$ cat src/rtl/serial_subtractor.sv
// Bit-serial N-bit subtractor: diff = a - b - bin, LSB first, one bit/clk.
// Optional signed-overflow output enabled by defining SERIAL_SUB_OVF_EN.
module serial_subtractor #(
  parameter int N = 8
) (
  input  logic         clk,
  input  logic         rst,
  input  logic         start,
  input  logic [N-1:0] a,
  input  logic [N-1:0] b,
  input  logic         bin,
  output logic         busy,
  output logic         done,
  output logic [N-1:0] diff,
  output logic         bout
`ifdef SERIAL_SUB_OVF_EN
  ,
  output logic         ovf
`endif
);

  localparam int CW = $clog2(N + 1);
  localparam logic [CW-1:0] LAST = CW'(N - 1);

  typedef enum logic [1:0] {
    S_IDLE,
    S_RUN,
    S_DONE
  } state_t;

  state_t         state_q;
  logic [N-1:0]   a_q;
  logic [N-1:0]   b_q;
  logic           borrow_q;
  logic [CW-1:0]  cnt_q;
  logic [N-1:0]   res_q;
  logic           busy_q;
  logic           done_q;
  logic [N-1:0]   diff_q;
  logic           bout_q;
`ifdef SERIAL_SUB_OVF_EN
  logic           ovf_q;
`endif

  logic           bit_d;
  logic           borrow_d;
  logic [N-1:0]   res_d;
  logic           last;
  logic           accept;

  // Full-subtractor cell on the current LSB of the shifting operands.
  always_comb begin
    bit_d    = a_q[0] ^ b_q[0] ^ borrow_q;
    borrow_d = (~a_q[0] & b_q[0]) |
               (~(a_q[0] ^ b_q[0]) & borrow_q);
    res_d    = {bit_d, res_q[N-1:1]};
    last     = (cnt_q == LAST);
    accept   = start && (state_q != S_RUN);
  end

  // Control FSM plus datapath; all outputs are registered here.
  always_ff @(posedge clk) begin
    if (rst) begin
      state_q  <= S_IDLE;
      a_q      <= '0;
      b_q      <= '0;
      borrow_q <= 1'b0;
      cnt_q    <= '0;
      res_q    <= '0;
      busy_q   <= 1'b0;
      done_q   <= 1'b0;
      diff_q   <= '0;
      bout_q   <= 1'b0;
`ifdef SERIAL_SUB_OVF_EN
      ovf_q    <= 1'b0;
`endif
    end else begin
      unique case (state_q)
        S_IDLE, S_DONE: begin
          done_q <= 1'b0;
          if (accept) begin
            state_q  <= S_RUN;
            a_q      <= a;
            b_q      <= b;
            borrow_q <= bin;
            cnt_q    <= '0;
            res_q    <= '0;
            busy_q   <= 1'b1;
          end else begin
            state_q <= S_IDLE;
            busy_q  <= 1'b0;
          end
        end
        S_RUN: begin
          a_q      <= a_q >> 1;
          b_q      <= b_q >> 1;
          borrow_q <= borrow_d;
          res_q    <= res_d;
          cnt_q    <= cnt_q + 1'b1;
          if (last) begin
            state_q <= S_DONE;
            busy_q  <= 1'b0;
            done_q  <= 1'b1;
            diff_q  <= res_d;
            bout_q  <= borrow_d;
`ifdef SERIAL_SUB_OVF_EN
            // Borrow into MSB vs borrow out of MSB.
            ovf_q   <= borrow_q ^ borrow_d;
`endif
          end
        end
        default: begin
          state_q <= S_IDLE;
          busy_q  <= 1'b0;
          done_q  <= 1'b0;
        end
      endcase
    end
  end

  assign busy = busy_q;
  assign done = done_q;
  assign diff = diff_q;
  assign bout = bout_q;
`ifdef SERIAL_SUB_OVF_EN
  assign ovf  = ovf_q;
`endif

endmodule

$ cat config.mk
export PLATFORM = sky130hd
export DESIGN_NAME = serial_subtractor
export DESIGN_NICKNAME = d
export VERILOG_FILES = /design/src/rtl/serial_subtractor.sv
export SDC_FILE = /design/constraint.sdc
export NUM_CORES = 1
export LEC_CHECK = 0
export ABC_AREA = 1
export CAP_MARGIN = 10
export CELL_PAD_IN_SITES_DETAIL_PLACEMENT = 1
export CELL_PAD_IN_SITES_GLOBAL_PLACEMENT = 1
export CORE_ASPECT_RATIO = 1.75
export CORE_UTILIZATION = 39
export CTS_BUF_LIST = sky130_fd_sc_hd__clkbuf_2 sky130_fd_sc_hd__clkbuf_4 sky130_fd_sc_hd__clkbuf_8
export CTS_CLUSTER_DIAMETER = 60
export CTS_CLUSTER_SIZE = 20
export DETAILED_ROUTE_END_ITERATION = 16
export PLACE_DENSITY = 0.86
export SYNTH_ARGS = -nofsm -noshare
export SYNTH_HDL_FRONTEND = slang
export SYNTH_SLANG_ARGS = --single-unit
export TNS_END_PERCENT = 20
$ cat constraint.sdc
create_clock -name clk -period 1.7 [get_ports clk]
set_clock_uncertainty 0.1 [all_clocks]
set_input_delay 0.34 -clock clk [delete_from_list [all_inputs] [get_ports clk]]
set_output_delay 0.34 -clock clk [all_outputs]
set_load 0.005 [all_outputs]
# Word level (Yosys, flattened, before mapping)
# Cells that the tools add are included.
# word_totals
mem_count	0
latch_bits	0
romBits	0
register_bits	42
ram_bits	0
input_bits	20
# classes
reduce_logical	7
n_bitwise	8
shift	0
n_mul	0
addsub	1
order_cmp	0
n_eq_ne	6
div	0
muxes	16
# op_table
op	n
8-bit case mux with 2 select lines	3
8-bit 2-to-1 mux	3
4-bit case mux with 2 select lines	1
4-bit by 1-bit adder with 4-bit output, second input constant	1
4-bit by 3-bit == test with 1-bit output, second input constant	1
1-bit 2-to-1 mux	4
4-bit 2-to-1 mux	1
2-bit inequality test, second input constant	2
1-bit case mux with 2 select lines	2
2-bit case mux with 2 select lines	1
2-bit AND reduction	2
2-bit OR reduction	2
1-bit NOT	3
1-bit AND	2
2-bit by 1-bit == test with 1-bit output, second input constant	1
2-bit == test, second input constant	1
2-bit zero test	1
2-bit 2-to-1 mux	1
2-bit by 1-bit inequality test with 1-bit output, second input constant	1
2-bit nonzero test	1
1-bit bitwise XOR	2
1-bit logical AND	1
1-bit OR	1

# Depth between registers and ports, before layout
# depth
word_depth	5
depth_mapped	7
mapped_depth_nobuf	6

# Least setup slack after synthesis
# No wires, ideal clock.
# synth_timing
path_kind	register -> register
start	reg cnt_q[0]
end	reg bout_q, in the netlist bout
t_arrival_ps	1020
synth_period_minus_slack_ps	1233
stages_incl_launch_ff	7
setup_slack_ps	467
path_cell_list	dfxtp_1 ha_1 nand2_1 nor2_2 nand3_1 nand2_1 nor2_1
# synth_between
elab_chain_cells	2
# synth_rtl
item	line_no	source
start, declared	35	logic [CW-1:0] cnt_q;
start signal, assigned	99	cnt_q <= cnt_q + 1'b1;
4-bit by 3-bit == test with 1-bit output	57	last = (cnt_q == LAST);
2-bit AND reduction (no source line)	-	
end signal, assigned	105	bout_q <= borrow_d;
end, declared	40	logic bout_q;
# No other way between the ends.
# A chain may end at the register's enable or synchronous reset.

# Worst setup path after layout
# layout_timing
start	reg busy_q, in the netlist busy
end	out busy
# layout_rtl
item	line_no	source
start, declared	37	logic busy_q;
start signal, assigned	70	busy_q <= 1'b0;
start signal, assigned	88	busy_q <= 1'b1;
start signal, assigned	91	busy_q <= 1'b0;
end, declared	12	output logic busy,
# No word-level cell between the ends.

==> reports/results.ini <==
[synthesis]
yosysMostFrequentCell = nand3_1
ys_seq_area_share_pct = 44.1
synth.distinct_cells = 24
synth_edf_count = 0
ys_top_cells_by_count = nand3_1 (58), dfxtp_1 (41), nand2_1 (41)
syn-num-nets = 274
syn_area_sq_um = 1860
yosysWarnings = 0
synthFlopType = dfxtp_1
ys_seq_elements = 41
avgSynthCellArea_sq_um = 7.39
synth_area_leaders = dfxtp_1 (44%), nand3_1 (16%), nand2_1 (8.3%)
synth_top_area_cell = dfxtp_1
syn_inst = 252
async_flop_share_pct = 0
netlist.area_leader.share_pct = 44.1

[worst_setup_path]
slowest_delay_ns = 0.50
critPathCaptureType = output pin
path_delay_family = buffers and inverters
startpoint_type = flip-flop
cpMaxStageDelayCell = clkdlybuf4s50_1
criticalPathCategory = reg2out
crit_required_ns = 1.26
arrival_ns = 1.15
crit_fanout = 2
critPathBufInv = 1
crit_path_cell_trace = clkdlybuf4s50_1

[power]
power_mw = 2.31
p_per_area_nw_per_um2 = 985
ir_drop_uv = 1060
p_leak_nw = 0.928

[drt]
num_vias = 1768
dr_wl_met2_um = 2690
drt_iter0_drc = 40
top_layer_used = met4
wirelength_um = 4750
drcViolationCount = 0
avgViaCountPerCell = 5.28
routedWlPerCell_um = 14.2
wl_met1_um = 1830
met3_length_um = 103
first_pass_iters = 4
ant_nets = 0

[sta]
fmax_mhz = 630
max_slew.worst_pin.slew_ns = 0.349
setup_violations = 0
hold_violations = 0
holdWs_ns = 0.380
drv_slew = 0
maxSlewHeadroom_pct = 76.7
period_minus_slack_ns = 1.59
finalCritPeriodShare_pct = 93.4
setup_tns_ns = 0
rsz0062_at_grt = false

[global_route]
grt_usage_pct = 21.5
grt_pass1_vias = 1779
grt_pass1_wl_um = 8090
overflow = 0
grt_max_degree = 29
antenna_found_initial = 0

[flow_run]
cap_violations = 0

[cts]
cts_inserted_buffers = 5
cts_buffer_depth = 2
clk_latency_ns = 0.30
cts_root_buf = clkbuf_8
cts_tree = built
clk_pin_slew_ns = 0.08
cts-hold-fix-buffers = 0
cts.sinks = 41
htree_levels = 2

[floorplanning]
start_util_pct = 41.5
coreArea_sq_um = 4480
die_area_sq_um = 5070
io-pin-count = 31
die_w_um = 54.2
num_rows = 32
die_h_um = 93.4

[cells_and_area]
drive_gt1_share_pct = 9.86
n_antenna_cell = 0
nNetsFinal = 305
syn2layout_area_growth_pct = 26.0
fill_cells = 577

[run_status]
status = finished, final reports clean

[min_path]
hold_path_class = reg2reg

[placed_design]
port_buffers = 30
place.detailed.hpwl_um = 3270
place_congestion = 0.790

[final timing paths]
check                      start               endpoint  slack, ns  cells after the start
max            busy$_SDFFE_PP0P_                   busy       0.11                      1
min          a_q[7]$_SDFFE_PP0P_    a_q[7]$_SDFFE_PP0P_       0.38                      2
max reg2reg  b_q[0]$_SDFFE_PP0P_  borrow_q$_SDFFE_PP0P_       0.24                      6
min reg2reg  a_q[7]$_SDFFE_PP0P_    a_q[7]$_SDFFE_PP0P_       0.38                      2
[state kept, by name (all words and copies together) (netlist names)]
register  count
done          1
busy          1
diff          8
a_q           8
res_q         7
cnt_q         4
bout          1
b_q           8
borrow_q      1
state_q       2
[cells by family (layout without fill, tap and decap cells)]
kind of cell | Yosys count | count (layout) | synth area share, %
AO/OA/AOI/OAI | 29 | 29 | 8.47
adder cells (fa/ha/maj) | 2 | 2 | 1.75
buffers and inverters | 44 | 76 | 12.0
flip-flops | 41 | 41 | 44.1
AND/OR/NAND/NOR | 136 | 136 | 33.7
[worst reg2reg max path, delay by kind of cell, from the launching register on]
kind                       cells  cell delay [ns]
adders and majority gates      1             0.43
DFF                            1             0.34
and+or+nand+nor                4             0.47
buffers and inverters          1             0.06
[power by group]
part / total, mW / switching (mW) / internal [mW]
Combinational: 0.339 / 0.195 / 0.144
Clock: 0.942 / 0.358 / 0.584
Sequential: 1.03 / 0.0274 / 1.00
Total: 2.31 / 0.581 / 1.73
[cell usage in the layout (no fill, tap or decap)]
| cell | instances |
|---|---|
| nand3_1 | 58 |
| nand2_1 | 41 |
| dfxtp_1 | 41 |
| clkdlybuf4s50_1 | 30 |
| nor2_1 | 29 |
| inv_1 | 26 |
| a21oi_1 | 16 |
| o22ai_1 | 7 |
| buf_4 | 7 |
| clkbuf_8 | 5 |
| nor2_4 | 3 |
| o21ai_0 | 3 |
| inv_2 | 2 |
| nand2_4 | 2 |
| o21ai_1 | 2 |
| bufinv_16 | 2 |
| buf_12 | 2 |
| inv_4 | 1 |
| nand2_2 | 1 |
| nand3b_1 | 1 |
| nand3_2 | 1 |
| a21oi_2 | 1 |
| fa_1 | 1 |
| ha_1 | 1 |
| clkinv_2 | 1 |
[metal layers]
layer | global-route usage (%) | up-vias
met2 | 39.7 | 38
met1 | 21.9 | 846
met3 | 3.41 | 10
met5 | 0 | -
met4 | 10.0 | 0
li1 | - | 874
[repair_timing]
action | in CTS | in global routing
hold endpoints to repair | 0 | 0
endpoints found under the setup margin | 0 | 5
buffers inserted | 0 | 0
resized for setup | 0 | 1
[layout make-up]
type	count	area, sq um	share of cell area [%]
repair buffers	39	393	16.7
clock inverters	3	65.1	2.77
inverters	29	111	4.75
clock buffers	5	68.8	2.93
well taps	51	63.8	2.72
multi-input cells	167	823	35.1
flip-flops and latches	41	821	35.0
[stage by stage]
stage	setup slack, ns	cells	utilization (%)	instance area, sq um
6_report	0.112	335	52.3	2350
5_1_grt	0.0735	335	52.3	2350
4_1_cts	0.103	335	52.2	2340
3_5_place_dp	0.0846	327	49.2	2210
3_3_place_gp	0.136	327	49.2	2210
2_1_floorplan	0.467	252	-	1860
Note: power is estimated with default switching activity, not from simulation.
==> RTL edit 1: new RTL, config.mk and constraints unchanged <==
Encoding of `state_t`: now one-hot (3 bits for 3 states).
--- a/src/rtl/serial_subtractor.sv
+++ b/src/rtl/serial_subtractor.sv
@@ -24,6 +24,6 @@
 
-  typedef enum logic [1:0] {
-    S_IDLE,
-    S_RUN,
-    S_DONE
+  typedef enum logic [2:0] {
+    S_IDLE = 3'b001,
+    S_RUN  = 3'b010,
+    S_DONE = 3'b100
   } state_t;
Function: same outputs for any inputs over 10 cycles, from zero or initial values and one cycle with rst high; not proved beyond that.
==> RTL edit 1 against the original RTL <==
Synthesized cell count grew 2.8%; cell area is 1.4% higher; worst hold slack improved by 15 ps; clock power decreased by 20%; sequential share of layout area grew 0.36 points; final cell count increased by 3.6%; count of clock-buffer cells in the layout up 3; routed wire length increased by 1.7%; sequential cell count increased by 1; synthesized area is 2.6% higher; worst setup slack lost 15 ps; power down 9.3%.
==> RTL edit 1: results (changes against the original RTL) <==
vias in the first global route 1803 (was 1779); Root Buffer clkbuf_8 (unchanged); Clock transition at path regs 80 ps (about the same); status finished, final reports clean (unchanged); clock latency on the worst-skew pair 290 ps; Routability Congestion 0.8136 (was 0.7896); CTS Buffer Depth 2 (unchanged); CP peak stage delay 510 ps; Worst Hold Class flip-flop to flip-flop (unchanged); Leak Pwr 1.102 nW (was 0.9280 nW); largest cells by area after synthesis dfxtp_1, nand2_1, nor2_1, nand3b_1, buf_6 (was dfxtp_1, nand3_1, nand2_1, nor2_1, inv_1); pin count of the biggest net entering global routing 23 (was 29); fin nets 316 (was 305); first-pass GRT wire length 7852 um (was 8093 um); Switching Share 24.91% (was 25.13%); Seq/Total Area, Yosys 44.01% (was 44.09%); H-tree depth 2 (unchanged); initial antenna violation count 0 (unchanged); most frequent cells after synthesis nand2_1, nor2_1, dfxtp_1 (was nand3_1, dfxtp_1, nand2_1); Post-Place Cell Area 2266 sq um (was 2207 sq um); Mapped Nets 281 (was 274); Iteration-0 DRC Markers 9 (was 40); Detailed Place HPWL 3504 um (was 3272 um); pwr dens 881.4 nW/um^2 (was 985.5 nW/um^2); FFs w/ async S/R, synth 0% (unchanged); Worst VDD drop 814.9 uV (was 1055 uV); Vias/cell 5.058 (was 5.278); CTS Buf Count 5 (unchanged); Worst-Margin Slew 343.8 ps (was 349.1 ps); Max FO, Critical Path 2 (unchanged); synth unique cells 27 (was 24); n_diodes 0 (unchanged); Worst path top cell family by delay buffers and inverters (unchanged); buffers added on ports 30 (unchanged); CP max stage cell clkdlybuf4s50_1 (unchanged); Yosys Warn Count 0 (unchanged); Fillers 617 (was 577); post-DR wirelength/cell 13.93 um (was 14.18 um); share of layout cells above drive strength 1 10.51% (was 9.859%); Overall Global Routing Usage 20.86% (was 21.55%)
RTL edit 1: layout make-up:
type	instances	share of cell area (%)
Inverter	16	2.735
Multi-Input combinational cell	188	37.93
Sequential cell	42	35.35
Tap cell	52	2.735
Clock buffer	8	4.629
Timing Repair Buffer	41	16.62
RTL edit 1: final timing paths:
kind	slack, ps	depth (start not counted)	startpoint	to
setup / recovery	100	1	bout	bout
hold / removal	390	2	res_q[1]	res_q[1]
setup reg to reg	150	7	state_q[0]	cnt_q[3]
hold reg to reg	390	2	res_q[1]	res_q[1]
RTL edit 1: power by group through the flow:
stage	Combinational, mW	Sequential, mW	Clock, mW
final	0.291	1.05	0.753
after global routing	0.327	1.06	0.805
after CTS	0.295	1.05	0.760
after detailed placement	0.290	1.08	0
after global placement	0.279	1.07	0
after floorplan	0.196	1.07	0
RTL edit 1: metrics by stage:
step / setup WS, ps / total power [mW] / instances / setup TNS [ps]
6_report: 97.26 / 2.096 / 347 / 0
4_1_cts: 97.15 / 2.108 / 347 / 0
3_5_place_dp: -149.6 / 1.366 / 339 / -2661
2_1_floorplan: 378.4 / 1.263 / 259 / 0
5_1_grt: 8.572 / 2.190 / 347 / 0
3_3_place_gp: -76.49 / 1.353 / 339 / -1112
RTL edit 1: per-layer routing:
layer	vias to the layer above	routed length, um	GRT usage, %
li1	881	-	-
met1	830	1861	20.57
met2	33	2708	39.36
met3	11	141	4.348
met4	0	121	8.125
met5	-	0	0
RTL edit 1: logic make-up after synthesis:
kind of cell	synth area share [%]
compound gates	7.139
flops	44.01
fa+ha+maj	1.703
simple gates	38.38
buf+inv	8.775
RTL edit 1: repair_timing:
action,in CTS,in global routing
setup endpoints to repair,0,1
buffers inserted,0,0
hold buffers,0,0
resized for setup,0,2
==> RTL edit 2: new RTL, config.mk and constraints unchanged <==
Without the edit above. Change the parameter `N` from 8 to 16.
--- a/src/rtl/serial_subtractor.sv
+++ b/src/rtl/serial_subtractor.sv
@@ -3,3 +3,3 @@
 module serial_subtractor #(
-  parameter int N = 8
+  parameter int N = 16
 ) (
Ports: changed (resized a, b and diff); port bits go from 31 to 55. No check against the original RTL was run, so the function may have changed too.
==> RTL edit 2 against the original RTL <==
Power grew 67%; worst hold slack lost 15 ps; worst setup slack lost 62 ps; sequential cell count grew 33; sequential power grew 84%; routed wire length grew 68%; critical path type unchanged; cell area grew 73%; synthesized area grew 68%.
==> RTL edit 2: results (changes against the original RTL) <==
status finished, final reports clean (unchanged); pin count of the biggest net entering global routing 35 (was 29); Post-Place Cell Area 3847 sq um (was 2207 sq um); Leak Pwr 1.821 nW (was 0.9280 nW); Worst Min Path Start diff[13] (was a_q[7]); CP startpoint done (was busy); R2R setup slack 160 ps (was 240 ps); Overall Global Routing Usage 20.87% (was 21.55%); R2R Path End diff[10] (was borrow_q); Setup WS pre-CTS -64.10 ps (was 84.63 ps); Detailed Place HPWL 5845 um (was 3272 um); syn avg cell area 6.864 sq um (was 7.388 sq um); worst r2r src cnt_q[2] (was b_q[0]); worst hold endpoint diff[13] (was a_q[7]); Clock transition at path regs 80 ps (about the same); post-DR wirelength/cell 13.12 um (was 14.18 um); Vias/cell 4.924 (was 5.278); vias in the first global route 3118 (was 1779); Worst VDD drop 386.8 uV (was 1055 uV); last element of the critical path done (was busy); synth unique cells 19 (was 24); Yosys Warn Count 0 (unchanged); Routability Congestion 0.7505 (was 0.7896); final hold slack 365.1 ps (was 380.0 ps); clock latency on the worst-skew pair 360 ps (was 300 ps); Yosys top cell area share 47.23% (was 44.09%); Cells after DPL 591 (was 327); largest cells by area after synthesis dfxtp_1, nand2_1, nand3_1, inv_1, nor2_1 (was dfxtp_1, nand3_1, nand2_1, nor2_1, inv_1); Worst path top cell family by delay buffers and inverters (unchanged); Iteration-0 DRC Markers 121 (was 40); Mapped Nets 496 (was 274); FFs w/ async S/R, synth 0% (unchanged); crit path DAT 1210 ps (was 1150 ps); Max FO, Critical Path 2 (unchanged); first-pass GRT wire length 13750 um (was 8093 um); share of layout cells above drive strength 1 8.478% (was 9.859%); Seq/Total Area, Yosys 47.23% (was 44.09%); fin cells 607 (was 335); most frequent cells after synthesis nand2_1, dfxtp_1, inv_1, nor2_1, nand3_1 (was nand3_1, dfxtp_1, nand2_1); fin nets 553 (was 305); Rel. slew slack 81.95% (was 76.67%); H-tree depth 3 (was 2)
==> RTL edit 2: changes by cell type after synthesis, moves of 4 or more <==
cell,delta
buf_6,-4
dfxtp_1,+33
inv_1,+47
o22ai_1,+6
clkbuf_1,+7
buf_2,+6
nor2_1,+44
a21oi_1,+4
nand2_1,+67
==> RTL edit 2: layout make-up <==
| type | instances | area (sq um) |
|---|---|---|
| repair buffers | 69 | 720.7 |
| inverters | 75 | 281.5 |
| clock inverters | 2 | 10.01 |
| multi-input cells | 285 | 1274 |
| well taps | 88 | 110.1 |
| fillers | 999 | 3612 |
| flip-flops and latches | 74 | 1484 |
| clock buffers | 14 | 180.2 |
==> RTL edit 2: routing by layer <==
layer / global-route usage (%) / routed length [um] / share of wire, % / vias up
li1: - / - / - / 1508
met1: 21.23 / 3109 / 39 / 1416
met2: 39.78 / 4478 / 56 / 50
met3: 2.500 / 134 / 1.7 / 15
met4: 12.25 / 239 / 3.0 / 0
met5: 0 / 0 / 0 / -
==> RTL edit 2: kinds of logic after synthesis <==
kind of cell | Yosys count | share of synthesized area, %
adders and majority gates | 3 | 1.436
AOI/OAI and AO/OA | 37 | 6.422
buffers and inverters | 98 | 12.64
and+or+nand+nor | 245 | 32.27
DFF | 74 | 47.23
==> RTL edit 2: timing repair <==
item                                    CTS  global route
pin swaps                                 0             1
endpoints found under the setup margin   13            22
cloned                                    0             0
gates resized for setup                   2             6
==> RTL edit 2: where the power goes <==
group	total, mW	switching (mW)	internal (mW)
logic	0.636	0.363	0.273
clock network	1.31	0.634	0.678
registers	1.90	0.0608	1.84
